$ cat src/rtl/systolic_pe.sv
// systolic_pe: output-stationary MAC cell with operand forwarding and a per-column result drain chain.
// Define SYSTOLIC_PE_SAT_EN to saturate the accumulator and report clamps on o_ovf.
module systolic_pe #(
    parameter int DATA_W = 8,
    parameter int ACC_W  = 24
) (
    input  logic              i_clk,
    input  logic              i_rst_n,
    input  logic              i_valid,
    input  logic              i_last,
    input  logic [DATA_W-1:0] i_a,
    input  logic [DATA_W-1:0] i_b,
    output logic              o_valid,
    output logic              o_last,
    output logic [DATA_W-1:0] o_a,
    output logic [DATA_W-1:0] o_b,
    input  logic              i_shift,
    input  logic [ACC_W-1:0]  i_res,
    input  logic              i_res_valid,
    output logic [ACC_W-1:0]  o_res,
    output logic              o_res_valid,
    output logic              o_collide,
    output logic              o_ovf
);
    typedef enum logic {FIRST, RUN} state_t;
`ifdef SYSTOLIC_PE_SAT_EN
    localparam int SW = ACC_W + 1;
`else
    localparam int SW = ACC_W;
`endif
    state_t state, state_nx;
    logic signed [ACC_W-1:0] acc, acc_nx;
    logic signed [2*DATA_W-1:0] prod;
    logic signed [SW-1:0] sum;
    logic load;
    assign prod = $signed(i_a) * $signed(i_b);
    assign sum  = (state == RUN ? SW'(acc) : '0) + SW'(prod);
    assign load = i_valid & i_last;
`ifdef SYSTOLIC_PE_SAT_EN
    logic clamp;
    // Both addends fit in ACC_W bits, so overflow shows as the top two sum bits disagreeing
    assign clamp  = sum[ACC_W] != sum[ACC_W-1];
    assign acc_nx = clamp ? (sum[ACC_W] ? {1'b1, {(ACC_W-1){1'b0}}} : {1'b0, {(ACC_W-1){1'b1}}})
                          : sum[ACC_W-1:0];
    always_ff @(posedge i_clk) begin
        if (!i_rst_n)
            o_ovf <= 1'b0;
        else if (i_valid && clamp)
            o_ovf <= 1'b1;
    end
`else
    assign acc_nx = sum[ACC_W-1:0];
    assign o_ovf  = 1'b0;
`endif
    always_comb begin
        state_nx = state;
        if (i_valid)
            state_nx = i_last ? FIRST : RUN;
    end
    always_ff @(posedge i_clk) begin
        if (!i_rst_n) begin
            state       <= FIRST;
            o_valid     <= 1'b0;
            o_last      <= 1'b0;
            o_a         <= '0;
            o_b         <= '0;
            acc         <= '0;
            o_res       <= '0;
            o_res_valid <= 1'b0;
            o_collide   <= 1'b0;
        end else begin
            state   <= state_nx;
            o_valid <= i_valid;
            o_last  <= i_last;
            o_a     <= i_a;
            o_b     <= i_b;
            if (i_valid)
                acc <= acc_nx;
            if (load) begin
                o_res       <= acc_nx;
                o_res_valid <= 1'b1;
            end else if (i_shift) begin
                o_res       <= i_res;
                o_res_valid <= i_res_valid;
            end
            if (load && i_shift)
                o_collide <= 1'b1;
        end
    end
endmodule

$ cat config.mk
export PLATFORM = sky130hd
export DESIGN_NAME = systolic_pe
export DESIGN_NICKNAME = d
export VERILOG_FILES = /design/src/rtl/systolic_pe.sv
export SDC_FILE = /design/constraint.sdc
export NUM_CORES = 1
export LEC_CHECK = 0
export ABC_AREA = 0
export BUFFER_PORTS_ARGS = -buffer_cell sky130_fd_sc_hd__buf_2
export CELL_PAD_IN_SITES_DETAIL_PLACEMENT = 1
export CELL_PAD_IN_SITES_GLOBAL_PLACEMENT = 2
export CORE_MARGIN = 3
export CORE_UTILIZATION = 39
export CTS_CLUSTER_DIAMETER = 50
export CTS_CLUSTER_SIZE = 10
export DETAILED_ROUTE_END_ITERATION = 7
export PLACE_DENSITY_LB_ADDON = 0.1
export SLEW_MARGIN = 20
export SYNTH_ARGS = -nofsm -noshare
export SYNTH_HDL_FRONTEND = slang
export SYNTH_SLANG_ARGS = --single-unit
$ cat constraint.sdc
create_clock -name i_clk -period 17.12 [get_ports i_clk]
set_input_delay 2.568 -clock i_clk [delete_from_list [all_inputs] [get_ports i_clk]]
set_output_delay 2.568 -clock i_clk [all_outputs]
set_load 0.01 [all_outputs]
# == Word level (Yosys, flattened, before mapping) ==
# Index checks and enable logic that the tools add are counted.
# op_classes
reduce_logical,2
muxes,6
multipliers,1
n_addsub,1
n_bitwise,1
# op_table
op,count
2-to-1 mux 24 bit,3
adder 24 bit,1
multiplier 8 x 8 -> 16 bit,1
2-to-1 mux 1 bit,3
nonzero test 2 bit,1
bitwise AND 1 bit,1
logical AND 1 bit,1
# word_totals
reg_bits,69
elab_cells,20
out_inout_bits,45
input_bits,46

# == Logic depth before layout (Yosys ltp) ==
# Gate-level depths: netlist of the first run.
# depth
ltp_word,3
mapped_depth,29
mapped_depth_nobuf,27

# == Least setup slack after synthesis of the first run ==
# Ideal clock, no wire load.
# synth_path
kind,in2reg
startpoint,input i_b[3]
endpoint,register acc[22]
setup_ns,0.122
t_arrival_ns,8.696
cell_stages,25
path_buffers,3
path_slack_ns,8.302
required_time_ns,16.998
path_cell_list,and2_1 > fa_1 > inv_1 > fa_1 > fa_1 > fa_1 > inv_1 > ha_1 > a21oi_1 > or4b_1 > a211o_1 > and3_1 > or2_1 > buf_6 > buf_4 > ha_1 > clkbuf_1 > nand2_1 > nand2b_1 > a21o_1 > a21oi_1 > a21boi_0 > a21boi_1 > nor3_1 > o311a_1
# synth_between
elab_chain_len,2
# synth_lines
item,line_no,source
"start, declared",12,"input logic [DATA_W-1:0] i_b,"
multiplier 8 x 8 -> 16 bit,36,assign prod = $signed(i_a) * $signed(i_b);
adder 24 bit,37,assign sum = (state == RUN ? SW'(acc) : '0) + SW'(prod);
"end signal, assigned",78,acc <= acc_nx;
"end, declared",32,"logic signed [ACC_W-1:0] acc, acc_nx;"
# No other way between the ends.
# A chain may end at the register's enable or synchronous reset.

# == Worst setup path after layout of the first run ==
# layout_path
startpoint,input i_b[3]
endpoint,register o_res[22]
# layout_between
elab_chain_len,3
# layout_lines
item,line_no,source
multiplier 8 x 8 -> 16 bit,36,
adder 24 bit,37,
2-to-1 mux 24 bit,79,if (load) begin
"end signal, assigned",80,o_res <= acc_nx;
"end signal, assigned",83,o_res <= i_res;
"end, declared",20,"output logic [ACC_W-1:0] o_res,"
# No other way between the ends.

==> results of run 1 <==
==> worst paths after layout <==
path / cells after the start / slack, ns / end / start
max reg2reg: 12 / 13.08 / acc[20] / state
min reg2reg: 2 / 0.46 / acc[20] / acc[20]
min: 2 / 0.46 / acc[20] / acc[20]
max: 23 / 7.72 / o_res[22] / i_b[3]
==> per-stage QoR <==
| stage | total power, W | std cells | hold slack, ns | instance area (sq um) | worst slack [ns] |
|---|---|---|---|---|---|
| 6_report | 0.001456 | 1027 | 0.4639 | 7503 | 7.717 |
| 3_3_place_gp | 0.001228 | 1011 | 0.4460 | 7171 | 7.722 |
| 5_1_grt | 0.001609 | 1027 | 0.4950 | 7503 | 7.189 |
| 2_1_floorplan | 0.001009 | 732 | 0.4353 | 6561 | 8.302 |
| 4_1_cts | 0.001476 | 1027 | 0.4648 | 7503 | 7.752 |
| 3_5_place_dp | 0.001256 | 1011 | 0.4556 | 7171 | 7.399 |
==> metal layers <==
layer / vias up / GRT usage, % / wire length, um
li1: 2568 / - / -
met1: 2621 / 24.97 / 7800
met2: 52 / 35.56 / 9029
met3: 9 / 3.158 / 375
met4: 0 / 3.639 / 130
met5: - / 0 / 0
==> where the power goes <==
group,total (W),switching [W],internal [W]
Sequential,0.000215,0.0000190,0.000196
Clock,0.000210,0.0000775,0.000133
Combinational,0.00103,0.000618,0.000413
Total,0.00146,0.000714,0.000742
==> registers in the layout, indices dropped and copies added (netlist names) <==
signal       cells
o_collide        1
o_last           1
o_b              8
o_a              8
state            1
o_res           24
o_valid          1
acc             24
o_res_valid      1
==> placed cells by master (no fill, tap or decap), types with 4 or more instances in the layout <==
cell type	instances
sky130_fd_sc_hd__a211oi_1	5
sky130_fd_sc_hd__a21o_1	20
sky130_fd_sc_hd__a21oi_1	25
sky130_fd_sc_hd__a31oi_1	4
sky130_fd_sc_hd__and2_1	86
sky130_fd_sc_hd__and3_1	5
sky130_fd_sc_hd__buf_2	89
sky130_fd_sc_hd__clkbuf_16	9
sky130_fd_sc_hd__dfxtp_1	69
sky130_fd_sc_hd__fa_1	56
sky130_fd_sc_hd__ha_1	51
sky130_fd_sc_hd__inv_1	97
sky130_fd_sc_hd__mux2i_1	44
sky130_fd_sc_hd__nand2_1	59
sky130_fd_sc_hd__nand3_1	8
sky130_fd_sc_hd__nor2_1	15
sky130_fd_sc_hd__nor2b_1	24
sky130_fd_sc_hd__nor3_1	5
sky130_fd_sc_hd__o211a_1	21
sky130_fd_sc_hd__o21a_1	4
sky130_fd_sc_hd__o21ai_0	12
sky130_fd_sc_hd__o21bai_1	7
sky130_fd_sc_hd__o31ai_1	5
sky130_fd_sc_hd__xnor2_1	26
sky130_fd_sc_hd__xor2_1	8
==> final cells by class <==
cell class	count	share of cell area, %
clock inverter	6	1.251
sequential	69	18.41
timing repair buffer	91	6.136
tap	216	3.602
inverter	97	4.852
multi-input combinational	538	62.56
clock buffer	10	3.185
==> cells by family after synthesis <==
| group | synth area share (%) |
|---|---|
| compound gates | 14.55 |
| buf+inv | 7.399 |
| xor+xnor | 4.882 |
| other cells | 0.05715 |
| mux | 7.056 |
| fa+ha+maj | 26.96 |
| flops | 21.05 |
| simple gates | 18.04 |
==> worst max-delay path: stages <==
cell and delay, ns:
sky130_fd_sc_hd__buf_2 0.15, sky130_fd_sc_hd__and2_1 0.22, sky130_fd_sc_hd__fa_1 0.64, sky130_fd_sc_hd__inv_1 0.16, sky130_fd_sc_hd__fa_1 0.59, sky130_fd_sc_hd__fa_1 0.44
sky130_fd_sc_hd__fa_1 0.54, sky130_fd_sc_hd__inv_1 0.04, sky130_fd_sc_hd__ha_1 0.35, sky130_fd_sc_hd__a21oi_1 0.24, sky130_fd_sc_hd__or4b_1 0.47, sky130_fd_sc_hd__a211o_1 0.33
sky130_fd_sc_hd__a21oi_1 0.24, sky130_fd_sc_hd__or2_1 0.70, sky130_fd_sc_hd__ha_1 0.46, sky130_fd_sc_hd__nand2_1 0.14, sky130_fd_sc_hd__nand2b_1 0.11, sky130_fd_sc_hd__a21o_1 0.19
sky130_fd_sc_hd__a21oi_1 0.20, sky130_fd_sc_hd__a21boi_0 0.21, sky130_fd_sc_hd__a21boi_1 0.24, sky130_fd_sc_hd__nor3_1 0.10, sky130_fd_sc_hd__o311a_1 0.29
==> PnR_summary.wiki, run 1 <==
{| class="wikitable"
! Metric !! Value
|-
| Status || finished clean
|-
| Crit path time final || 9.403 ns
|-
| Detailed Route WL || approximately 17,000 um
|-
| Root Driver || sky130_fd_sc_hd__clkbuf_16
|-
| Number of buffers inserted by post-CTS setup repair || 0
|-
| Worst-skew pair later-pin latency || about 0.34 ns
|-
| Commonest cells in the netlist || sky130_fd_sc_hd__inv_1 (97), sky130_fd_sc_hd__and2_1 (86), sky130_fd_sc_hd__dfxtp_1 (69), sky130_fd_sc_hd__nand2_1 (59), sky130_fd_sc_hd__fa_1 (56)
|-
| First-pass GRT wire length || around 29,000 um
|-
| Diode insertion count for antenna repair || 0
|-
| Number of nets in the layout || ~960
|-
| Asr flop ratio synth || 0%
|-
| Clock-pin slew reported for the worst setup and hold paths after clock tree synthesis || 0.06 ns
|-
| Horizontal extent of the die || between 100 and 150 um
|-
| Vias after detailed routing || roughly 5.3k
|-
| Startpoint kind of the worst setup timing path || input pin
|-
| Vias per cell || ~5.1
|-
| Maximum level of the CTS H-tree || 3
|-
| Number of buffers inserted by hold repair at cts || 0
|-
| Slew @ Worst Pin || around 0.93 ns
|-
| Highest net fanout along the worst path || 20
|-
| Final HPWL DP || approximately 14,000 um
|-
| Final hold viol count || 0
|-
| Relative max-transition margin || a little under two fifths
|-
| Initial Util || 40.57%
|-
| First-pass DRT Iterations || 5
|-
| Post-synthesis average cell area || roughly 9 sq um
|-
| Leading cell types by total area after synthesis || sky130_fd_sc_hd__dfxtp_1 (21%), sky130_fd_sc_hd__fa_1 (17%), sky130_fd_sc_hd__ha_1 (9.7%), sky130_fd_sc_hd__and2_1 (8.2%), sky130_fd_sc_hd__mux2i_1 (6.7%)
|-
| Number of global-route vias before repair || around 5.7k
|-
| Top FF cell, synth || sky130_fd_sc_hd__dfxtp_1
|-
| Most area-hungry cell type in the Yosys netlist || sky130_fd_sc_hd__dfxtp_1
|-
| Footprint of the multi-input gates || between 4000 and 5000 sq um
|-
| DR DRC count || 0
|-
| Post-DRT Antenna Nets || 0
|-
| Number of sinks driven by the clock tree || 69
|-
| Number of synthesized register bits || 69
|-
| Area of the die || about 18,000 sq um
|-
| FF+latch area || between 1000 and 1500 sq um
|-
| Number of nets produced by synthesis || 885
|-
| Fraction of the core area covered by cells at the end of the flow || between 40% and 50%
|-
| Pin count of the biggest net entering global routing || 74
|-
| Worst Path Class, Setup || input pin to register
|-
| FMAX || about 110 MHz
|-
| Remaining Overflow, GRT || 0
|-
| Combined area of all synthesized cells || 6561 sq um
|-
| DRC marker count from the first detailed-route iteration || 170
|-
| Library cells used by synthesis || 58
|-
| Count leader, synth || sky130_fd_sc_hd__inv_1
|-
| Inserted Clock Buffers || 9
|-
| Placement row count || 46
|-
| Maximum buffer depth of the clock tree || 2
|-
| Count of buffers from port buffering || just under 90
|-
| Vertical die dimension || approximately 140 um
|-
| Synth Warn # || 0
|-
| Count of cells resized by post-cts repair || 0
|-
| # fillers || 1,905
|-
| Number of maximum-capacitance constraint violations || 0
|-
| Number of standard cells after synthesis || around 730
|-
| Fraction of synthesized cell area taken by the top area cell type || between 20% and 30%
|-
| Leakage power figure || between 3 and 4 nW
|-
| Part of the Yosys area used for sequential elements || about a fifth
|-
| Core box area || 16,170 sq um
|-
| Overall Global Routing Usage || 19.68%
|-
| Number of enable-type register cells in the synthesized netlist || 0
|-
| Count of pins on the block boundary || 91
|-
| Weighted congestion at the end of routability-driven global placement || 0.8640
|-
| Peak supply drop || between 0.0001 and 0.00015 V
|-
| CP arrival || 9.63 ns
|-
| Number of pins exceeding their max-slew limit in the final report || 0
|-
| Fin Setup TNS || 0 ns
|-
| Fraction of final layout cells with drive strength greater than 1 || between 10% and 20%
|-
| Final setup violating endpoints || 0
|-
| Post-DR wirelength/cell || ~17 um
|-
| Number of antenna violations at the first check in global routing || 0
|-
| Setup clock skew after layout || 0.008320 ns
|-
| Setup repair after global routing missed its margin || false
|-
| Fraction of the cycle the final worst path needs || between 50% and 60%
|-
| TritonCTS clock tree || yes
|-
| Type of the worst min-delay path || register to register
|-
| Syn-to-layout area delta || 14.36%
|-
| Kind of capture point of the worst setup path || register
|-
| Endpoint required time on the critical path || ~17 ns
|-
| Ratio of total power to cell area || between 150 and 200 nW/um^2
|}
Power figures use the tool's default switching activity.
==> run 2, diff against run 1 <==
CORE_UTILIZATION = 33   (was 39)
clock period = 8.3 ns   (was 17.12 ns; I/O delays follow)
==> PnR_summary.wiki, run 2 (synthesis results as in run 1) <==
{| class="wikitable"
! Metric !! Value
|-
| Post-DR wirelength/cell || 16.12 um (was 16.88 um)
|-
| Met1 Wirelength || 7844 um (was 7800 um)
|-
| Vias after detailed routing || 5,224 (was 5,250)
|-
| Most used cells in the layout excluding fill and tap cells || sky130_fd_sc_hd__inv_1 (97), sky130_fd_sc_hd__buf_2 (89), sky130_fd_sc_hd__and2_1 (86), sky130_fd_sc_hd__dfxtp_1 (69), sky130_fd_sc_hd__nand2_1 (59) (unchanged)
|-
| Vias per cell || 4.869 (was 5.112)
|-
| Uppermost routed layer || met4 (unchanged)
|-
| Number of buffers inserted by post-CTS setup repair || 0 (unchanged)
|-
| Number of antenna violations at the first check in global routing || 0 (unchanged)
|-
| Vertical die dimension || 147.0 um (was 135.7 um)
|-
| Status || finished clean (unchanged)
|-
| Worst Path Class, Setup || input pin to register (unchanged)
|-
| Number of pins exceeding their max-slew limit in the final report || 0 (unchanged)
|-
| Fraction of final layout cells with drive strength greater than 1 || 14.39% (was 14.18%)
|-
| Relative max-transition margin || 39.23% (was 37.61%)
|-
| Endpoint required time on the critical path || 8.53 ns (was 17.35 ns)
|-
| Slew @ Worst Pin || 0.9102 ns (was 0.9346 ns)
|-
| Leakage power figure || 3.968 nW (was 3.961 nW)
|-
| TritonCTS clock tree || yes (unchanged)
|-
| Worst reg2reg setup slack || 4.21 ns (was 13.08 ns)
|-
| Horizontal extent of the die || 147.0 um (was 135.7 um)
|-
| Weighted congestion at the end of routability-driven global placement || 0.8266 (was 0.8640)
|-
| Fin Setup TNS || 0 ns (unchanged)
|-
| Portion of total power attributed to sequential cells || 14.7% (was 14.8%)
|-
| Part of the power in the clock network || 14.3% (was 14.4%)
|-
| Setup repair after global routing missed its margin || false (unchanged)
|-
| Number of buffers inserted by hold repair at cts || 0 (unchanged)
|-
| Crit path time final || around 7.6 ns
|-
| Inserted Clock Buffers || 9 (unchanged)
|-
| Placement row count || 50 (was 46)
|-
| Ratio of total power to cell area || 397.7 nW/um^2 (was 194.1 nW/um^2)
|-
| Count of pins on the block boundary || 91 (unchanged)
|-
| Count of buffers from port buffering || 89 (unchanged)
|-
| Maximum level of the CTS H-tree || 3 (unchanged)
|-
| Cells on Worst Hold Path || 2 (unchanged)
|-
| Final HPWL DP || 13,840 um (was 13,820 um)
|-
| Setup clock skew after layout || 0.01053 ns (was 0.008320 ns)
|-
| Root Driver || sky130_fd_sc_hd__clkbuf_16 (unchanged)
|-
| Syn-to-layout area delta || 15.29% (was 14.36%)
|-
| Final hold viol count || 0 (unchanged)
|-
| Area of the die || 21,610 sq um (was 18,420 sq um)
|-
| Fraction of the cycle the final worst path needs || around nine tenths
|-
| Count of cells resized by post-cts repair || 0 (unchanged)
|-
| Number of sinks driven by the clock tree || 69 (unchanged)
|-
| FMAX || approximately 130 MHz
|-
| Psw || 0.001475 W (was 0.0007144 W)
|-
| Routed length on met2 || 9028 um (was 9029 um)
|-
| Number of maximum-capacitance constraint violations || 0 (unchanged)
|-
| Reg-to-Reg Start || state (unchanged)
|-
| Worst-skew pair later-pin latency || 0.34 ns (about the same)
|-
| Worst Hold Path EP || acc[20] (unchanged)
|-
| Sw frac || 49.01% (was 49.06%)
|-
| First-pass DRT Iterations || 4 (was 5)
|-
| Cell Int Power || 0.001534 W (was 0.0007417 W)
|-
| DR DRC count || 0 (unchanged)
|-
| # fillers || 2,262 (was 1,905)
|-
| Critical R2R Capture || acc[20] (unchanged)
|-
| Footprint of the multi-input gates || 4695 sq um (unchanged)
|-
| Remaining Overflow, GRT || 0 (unchanged)
|-
| Largest registers || acc (24), o_res (24) (unchanged)
|-
| Clock-pin slew reported for the worst setup and hold paths after clock tree synthesis || 0.06 ns (about the same)
|-
| Commonest non-fill, non-tap cell in the layout || sky130_fd_sc_hd__inv_1 (unchanged)
|-
| Fraction of the core area covered by cells at the end of the flow || 39.52% (was 46.39%)
|-
| Depth of the worst register-to-register path || 13 (was 12)
|-
| Post-DRT Antenna Nets || 0 (unchanged)
|-
| Peak supply drop || 0.0002320 V (was 0.0001101 V)
|-
| Initial Util || 34.27% (was 40.57%)
|-
| CP arrival || 7.78 ns (was 9.63 ns)
|-
| Overall Global Routing Usage || 16.73% (was 19.68%)
|-
| Type of the worst min-delay path || register to register (unchanged)
|-
| First-pass GRT wire length || 29,390 um (was 28,760 um)
|-
| Detailed Route WL || 17,300 um (was 17,340 um)
|-
| Kind of capture point of the worst setup path || register (unchanged)
|-
| Number of global-route vias before repair || 5,874 (was 5,683)
|-
| Core box area || 19,140 sq um (was 16,170 sq um)
|-
| Diode insertion count for antenna repair || 0 (unchanged)
|-
| Final setup violating endpoints || 0 (unchanged)
|-
| Power share of the combinational group || 71.0% (was 70.8%)
|-
| Pin count of the biggest net entering global routing || 74 (unchanged)
|-
| DRC marker count from the first detailed-route iteration || 144 (was 170)
|-
| FF+latch area || 1381 sq um (unchanged)
|-
| Maximum buffer depth of the clock tree || 2 (unchanged)
|-
| Hold path start || acc[20] (unchanged)
|-
| Highest net fanout along the worst path || 17 (was 20)
|-
| Amount of wire on met3 after detailed routing || 316 um (was 375 um)
|-
| Number of nets in the layout || 961 (was 959)
|-
| Worst slack on hold paths || 0.4731 ns (was 0.4639 ns)
|-
| Startpoint kind of the worst setup timing path || input pin (unchanged)
|}
-- run 2: layout make-up --
type                            instances  area share (%)
Clock inverter                          7           1.307
Sequential cell                        69           18.26
Multi-Input combinational cell        538           62.06
Timing Repair Buffer                   93           6.285
Clock buffer                            9           2.977
Tap cell                              260           4.300
Inverter                               97           4.813
-- run 2: power by group through the flow --
stage          Combinational (W)  Clock [W]  Sequential (W)
6_report                 0.00214   0.000430        0.000442
5_1_grt                  0.00244   0.000457        0.000450
4_1_cts                  0.00218   0.000449        0.000444
3_5_place_dp             0.00217          0        0.000450
3_3_place_gp             0.00213          0        0.000449
2_1_floorplan            0.00163          0        0.000454
-- run 2: routing by layer --
metal | track usage, % | up-vias
li1 | - | 2560
met2 | 30.72 | 44
met4 | 3.588 | 0
met5 | 0 | -
met3 | 2.283 | 7
met1 | 20.91 | 2613
-- run 2: how the worst max path moves through the flow --
| stage | startpoint | to | slack (ns) | cells past startpoint |
|---|---|---|---|---|
| floorplan | i_b[3] | acc[22] | 0.81 | 25 |
| global placement | i_b[3] | o_res[22] | 0.61 | 24 |
| detailed placement | i_b[3] | o_res[23] | 0.40 | 26 |
| CTS | i_b[3] | o_res[23] | 0.73 | 26 |
| global route | i_b[3] | o_res[22] | 0.33 | 24 |
| finish | i_b[3] | acc[22] | 0.75 | 26 |
-- run 2: through the flow --
stage / worst slack [ns] / cell area, sq um / total power [W] / instances
global route: 0.3263 / 7565 / 0.003348 / 1073
global placement: 0.6057 / 7241 / 0.002579 / 1057
detailed placement: 0.3973 / 7241 / 0.002616 / 1057
finish: 0.7478 / 7565 / 0.003009 / 1073
CTS: 0.7349 / 7565 / 0.003075 / 1073
floorplan: 0.8054 / 6561 / 0.002082 / 732
-- run 2: critical path: stages --
cell,delay [ns]
sky130_fd_sc_hd__buf_2,0.16
sky130_fd_sc_hd__and2_1,0.22
sky130_fd_sc_hd__fa_1,0.64
sky130_fd_sc_hd__inv_1,0.16
sky130_fd_sc_hd__fa_1,0.55
sky130_fd_sc_hd__inv_1,0.06
sky130_fd_sc_hd__fa_1,0.53
sky130_fd_sc_hd__inv_1,0.05
sky130_fd_sc_hd__fa_1,0.53
sky130_fd_sc_hd__inv_1,0.05
sky130_fd_sc_hd__ha_1,0.20
sky130_fd_sc_hd__a21oi_1,0.24
sky130_fd_sc_hd__or4b_1,0.46
sky130_fd_sc_hd__a211o_1,0.32
sky130_fd_sc_hd__and3_1,0.21
sky130_fd_sc_hd__or2_1,0.29
sky130_fd_sc_hd__buf_4,0.24
sky130_fd_sc_hd__ha_1,0.25
sky130_fd_sc_hd__nand2_1,0.10
sky130_fd_sc_hd__nand2b_1,0.10
sky130_fd_sc_hd__a21o_1,0.20
sky130_fd_sc_hd__a21oi_1,0.18
sky130_fd_sc_hd__a21boi_0,0.18
sky130_fd_sc_hd__a21boi_1,0.23
sky130_fd_sc_hd__nor3_1,0.10
sky130_fd_sc_hd__o311a_1,0.29
==> run 3, diff against run 2 <==
ABC_AREA = 1   (was 0)
CORE_ASPECT_RATIO = 0.6   (was unset)
CORE_MARGIN = 8   (was 3)
CORE_UTILIZATION = 30   (was 33)
==> PnR_summary.wiki, run 3 <==
{| class="wikitable"
! Metric !! Value
|-
| Slew @ Worst Pin || 0.8198 ns (was 0.9102 ns)
|-
| Most frequent cell on the critical path || sky130_fd_sc_hd__inv_1
|-
| Startpoint kind of the worst setup timing path || input pin (unchanged)
|-
| Part of the Yosys area used for sequential elements || 20.33% (was 21.05%)
|-
| Asr flop ratio synth || 0% (unchanged)
|-
| Post-synthesis average cell area || 7.084 sq um (was 8.964 sq um)
|-
| Remaining Overflow, GRT || 0 (unchanged)
|-
| Count of pins on the block boundary || 91 (unchanged)
|-
| Worst Hold Path EP || o_res[13] (was acc[20])
|-
| Area fraction in compound gates after synthesis || 10.15% (was 14.55%)
|-
| Worst-case setup margin in the final layout || 0.8619 ns (was 0.7478 ns)
|-
| Number of pins exceeding their max-slew limit in the final report || 0 (unchanged)
|-
| Peak supply drop || 0.0001366 V (was 0.0002320 V)
|-
| Cells on Worst Hold Path || 2 (unchanged)
|-
| Vertical die dimension || 132.6 um (was 147.0 um)
|-
| Vias per cell || 4.305 (was 4.869)
|-
| Count of cells resized by post-cts repair || 0 (unchanged)
|-
| Area of the die || 27,880 sq um (was 21,610 sq um)
|-
| Number of enable-type register cells in the synthesized netlist || 0 (unchanged)
|-
| Depth of the worst register-to-register path || 17 (was 13)
|-
| Max stage delay cell, worst path || sky130_fd_sc_hd__fa_1 (unchanged)
|-
| Number of buffers inserted by hold repair at cts || 0 (unchanged)
|-
| First-pass DRT Iterations || 4 (unchanged)
|-
| Kind of capture point of the worst setup path || register (unchanged)
|-
| Combined area of all synthesized cells || 6794 sq um (was 6561 sq um)
|-
| Combinational family with the most area after synthesis || adder cells (unchanged)
|-
| # fillers || 2,805 (was 2,262)
|-
| Number of sinks driven by the clock tree || 69 (unchanged)
|-
| Final setup violating endpoints || 0 (unchanged)
|-
| Placement row count || 42 (was 50)
|-
| Post-DR wirelength/cell || 14.07 um (was 16.12 um)
|-
| Fraction of final layout cells with drive strength greater than 1 || 15.84% (was 14.39%)
|-
| Syn-to-layout area delta || 14.29% (was 15.29%)
|-
| DR DRC count || 0 (unchanged)
|-
| Number of cells in the finished layout apart from fillers || 1,337 (was 1,073)
|-
| Number of antenna violations at the first check in global routing || 0 (unchanged)
|-
| Fraction of synthesized cell area in xor and xnor cells || 4.125% (was 4.882%)
|-
| Setup clock skew after layout || 0.01118 ns (was 0.01053 ns)
|-
| First-pass GRT wire length || 32,490 um (was 29,390 um)
|-
| Post-synthesis simple-gate area fraction || 23.31% (was 18.04%)
|-
| Number of nets produced by synthesis || 1,112 (was 885)
|-
| Vias after detailed routing || 5,756 (was 5,224)
|-
| Relative max-transition margin || 45.35% (was 39.23%)
|-
| Critical R2R Capture || acc[21] (was acc[20])
|-
| DRC marker count from the first detailed-route iteration || 221 (was 144)
|-
| Top FF cell, synth || sky130_fd_sc_hd__dfxtp_1 (unchanged)
|-
| Final hold viol count || 0 (unchanged)
|-
| Setup repair after global routing missed its margin || false (unchanged)
|-
| Final HPWL DP || 15,350 um (was 13,840 um)
|-
| Detailed Route WL || 18,810 um (was 17,300 um)
|-
| Ratio of total power to cell area || 373.1 nW/um^2 (was 397.7 nW/um^2)
|-
| Pin count of the biggest net entering global routing || 45 (was 74)
|-
| Worst reg2reg setup slack || 5.25 ns (was 4.21 ns)
|-
| Finished layout cell area || 7765 sq um (was 7565 sq um)
|-
| Number of global-route vias before repair || 6,162 (was 5,874)
|-
| Number of synthesized register bits || 69 (unchanged)
|-
| Library cells used by synthesis || 44 (was 58)
|-
| Portion of netlist area occupied by mux cells || 0% (was 7.056%)
|-
| Number of standard cells after synthesis || 959 (was 732)
|-
| Initial Util || 30.71% (was 34.27%)
|-
| Post-DP Area || 7497 sq um (was 7241 sq um)
|-
| Maximum buffer depth of the clock tree || 2 (unchanged)
|-
| Hold path start || o_res[13] (was acc[20])
|-
| Horizontal extent of the die || 210.3 um (was 147.0 um)
|-
| Leakage power figure || 4.653 nW (was 3.968 nW)
|-
| Most used cells in the layout excluding fill and tap cells || sky130_fd_sc_hd__inv_1 (240), sky130_fd_sc_hd__nand2_1 (202), sky130_fd_sc_hd__buf_2 (89), sky130_fd_sc_hd__dfxtp_1 (69), sky130_fd_sc_hd__nor2_1 (59) (was sky130_fd_sc_hd__inv_1 (97), sky130_fd_sc_hd__buf_2 (89), sky130_fd_sc_hd__and2_1 (86), sky130_fd_sc_hd__dfxtp_1 (69), sky130_fd_sc_hd__nand2_1 (59))
|-
| Status || finished clean (unchanged)
|-
| Clock-pin slew reported for the worst setup and hold paths after clock tree synthesis || 0.06 ns (about the same)
|-
| Post-DRT Antenna Nets || 0 (unchanged)
|-
| Inserted Clock Buffers || 9 (unchanged)
|-
| Number of maximum-capacitance constraint violations || 0 (unchanged)
|-
| Weighted congestion at the end of routability-driven global placement || 0.7814 (was 0.8266)
|-
| Root Driver || sky130_fd_sc_hd__clkbuf_16 (unchanged)
|-
| Overall Global Routing Usage || 14.32% (was 16.73%)
|-
| Fin Setup TNS || 0 ns (unchanged)
|-
| Post-placement worst setup slack || 0.4291 ns (was 0.3973 ns)
|-
| Diode insertion count for antenna repair || 0 (unchanged)
|-
| Longest individual stage delay on the worst path || 0.54 ns (was 0.64 ns)
|-
| Synth Warn # || 0 (unchanged)
|-
| Count leader, synth || sky130_fd_sc_hd__inv_1 (unchanged)
|-
| Reg-to-Reg Start || state (unchanged)
|-
| Number of buffers inserted by post-CTS setup repair || 0 (unchanged)
|-
| FMAX || 134.4 MHz (was 132.4 MHz)
|-
| Type of the worst min-delay path || register to register (unchanged)
|-
| Maximum level of the CTS H-tree || 3 (unchanged)
|-
| Crit path time final || 7.438 ns (was 7.552 ns)
|-
| Largest registers || acc (24), o_res (24) (unchanged)
|-
| Core box area || 22,120 sq um (was 19,140 sq um)
|-
| Worst-skew pair later-pin latency || 0.35 ns (was 0.34 ns)
|-
| Count of buffers from port buffering || 89 (unchanged)
|-
| Highest net fanout along the worst path || 8 (was 17)
|-
| Most area-hungry cell type in the Yosys netlist || sky130_fd_sc_hd__dfxtp_1 (unchanged)
|-
| Synth Area in Adders || 25.89% (was 26.96%)
|-
| Fraction of synthesized cell area taken by the top area cell type || 20.33% (was 21.05%)
|-
| CP arrival || 7.68 ns (was 7.78 ns)
|-
| Worst Path Class, Setup || input pin to register (unchanged)
|-
| Endpoint required time on the critical path || 8.54 ns (was 8.53 ns)
|-
| Leading cell types by total area after synthesis || sky130_fd_sc_hd__dfxtp_1 (20%), sky130_fd_sc_hd__fa_1 (17%), sky130_fd_sc_hd__inv_1 (13%), sky130_fd_sc_hd__nand2_1 (11%), sky130_fd_sc_hd__ha_1 (9.4%) (was sky130_fd_sc_hd__dfxtp_1 (21%), sky130_fd_sc_hd__fa_1 (17%), sky130_fd_sc_hd__ha_1 (9.7%), sky130_fd_sc_hd__and2_1 (8.2%), sky130_fd_sc_hd__mux2i_1 (6.7%))
|-
| Commonest non-fill, non-tap cell in the layout || sky130_fd_sc_hd__inv_1 (unchanged)
|-
| Cell total after placement || 1,321 (was 1,057)
|-
| TritonCTS clock tree || yes (unchanged)
|-
| Number of nets in the layout || 1,177 (was 961)
|-
| Commonest cells in the netlist || sky130_fd_sc_hd__inv_1 (240), sky130_fd_sc_hd__nand2_1 (202), sky130_fd_sc_hd__dfxtp_1 (69), sky130_fd_sc_hd__nor2_1 (59), sky130_fd_sc_hd__fa_1 (56) (was sky130_fd_sc_hd__inv_1 (97), sky130_fd_sc_hd__and2_1 (86), sky130_fd_sc_hd__dfxtp_1 (69), sky130_fd_sc_hd__nand2_1 (59), sky130_fd_sc_hd__fa_1 (56))
|-
| Fraction of the cycle the final worst path needs || 89.62% (was 90.99%)
|}
## run 3: per-layer routing
metal	GRT usage (%)	wire length (um)	vias to the layer above
met3	2.712	555	14
li1	-	-	2990
met1	20.83	10520	2708
met4	3.510	190	0
met2	21.26	7543	44
met5	0	0	-
## run 3: cell type report
| cell class | instances | area (sq um) | area share, % |
|---|---|---|---|
| multi-input cells | 603 | 4317 | 55.59 |
| flip-flops and latches | 69 | 1381 | 17.79 |
| inverters | 246 | 923.4 | 11.89 |
| repair buffers | 95 | 490.5 | 6.316 |
| well taps | 308 | 385.4 | 4.963 |
| clock buffers | 10 | 229.0 | 2.949 |
| clock inverters | 6 | 38.79 | 0.4995 |
## run 3: through the flow
step | util, % | hold WS (ns) | total power [W]
after detailed placement | 33.89 | 0.4557 | 0.002559
final | 35.10 | 0.4651 | 0.002897
after global placement | 33.89 | 0.4573 | 0.002567
after global routing | 35.10 | 0.4875 | 0.003259
after floorplan | - | 0.4495 | 0.002061
after CTS | 35.10 | 0.4651 | 0.002964
## run 3: cell families (layout without fill, tap and decap cells)
family,Yosys count,after routing
buffers and inverters,287,357
adder cells (fa/ha/maj),107,107
XOR/XNOR,29,29
other,1,1
AND/OR/NAND/NOR,350,350
AO/OA/AOI/OAI,116,116
flip-flops,69,69
## run 3: worst max-delay path by stage
stage | start | end | slack [ns] | depth (start not counted)
2_1_floorplan | i_a[0] | acc[23] | 1.09 | 40
3_3_place_gp | i_b[7] | acc[23] | 0.63 | 41
3_5_place_dp | i_b[7] | acc[23] | 0.43 | 41
4_1_cts | i_b[7] | acc[23] | 0.79 | 41
5_1_grt | i_b[7] | acc[23] | 0.28 | 41
6_report | i_b[7] | acc[23] | 0.86 | 41
## run 3: where the power goes
| group | switching (W) | total [W] | internal [W] |
|---|---|---|---|
| clock network | 0.000164 | 0.000366 | 0.000202 |
| registers | 0.0000373 | 0.000440 | 0.000402 |
| logic | 0.00134 | 0.00209 | 0.000750 |
| total | 0.00154 | 0.00290 | 0.00135 |
## run 3: critical path, delay by kind of cell
family	cells	cell delay (ns)
compound gates	10	1.45
simple gates	13	1.36
buf+inv	11	0.72
fa+ha+maj	6	2.80
xor+xnor	1	0.08
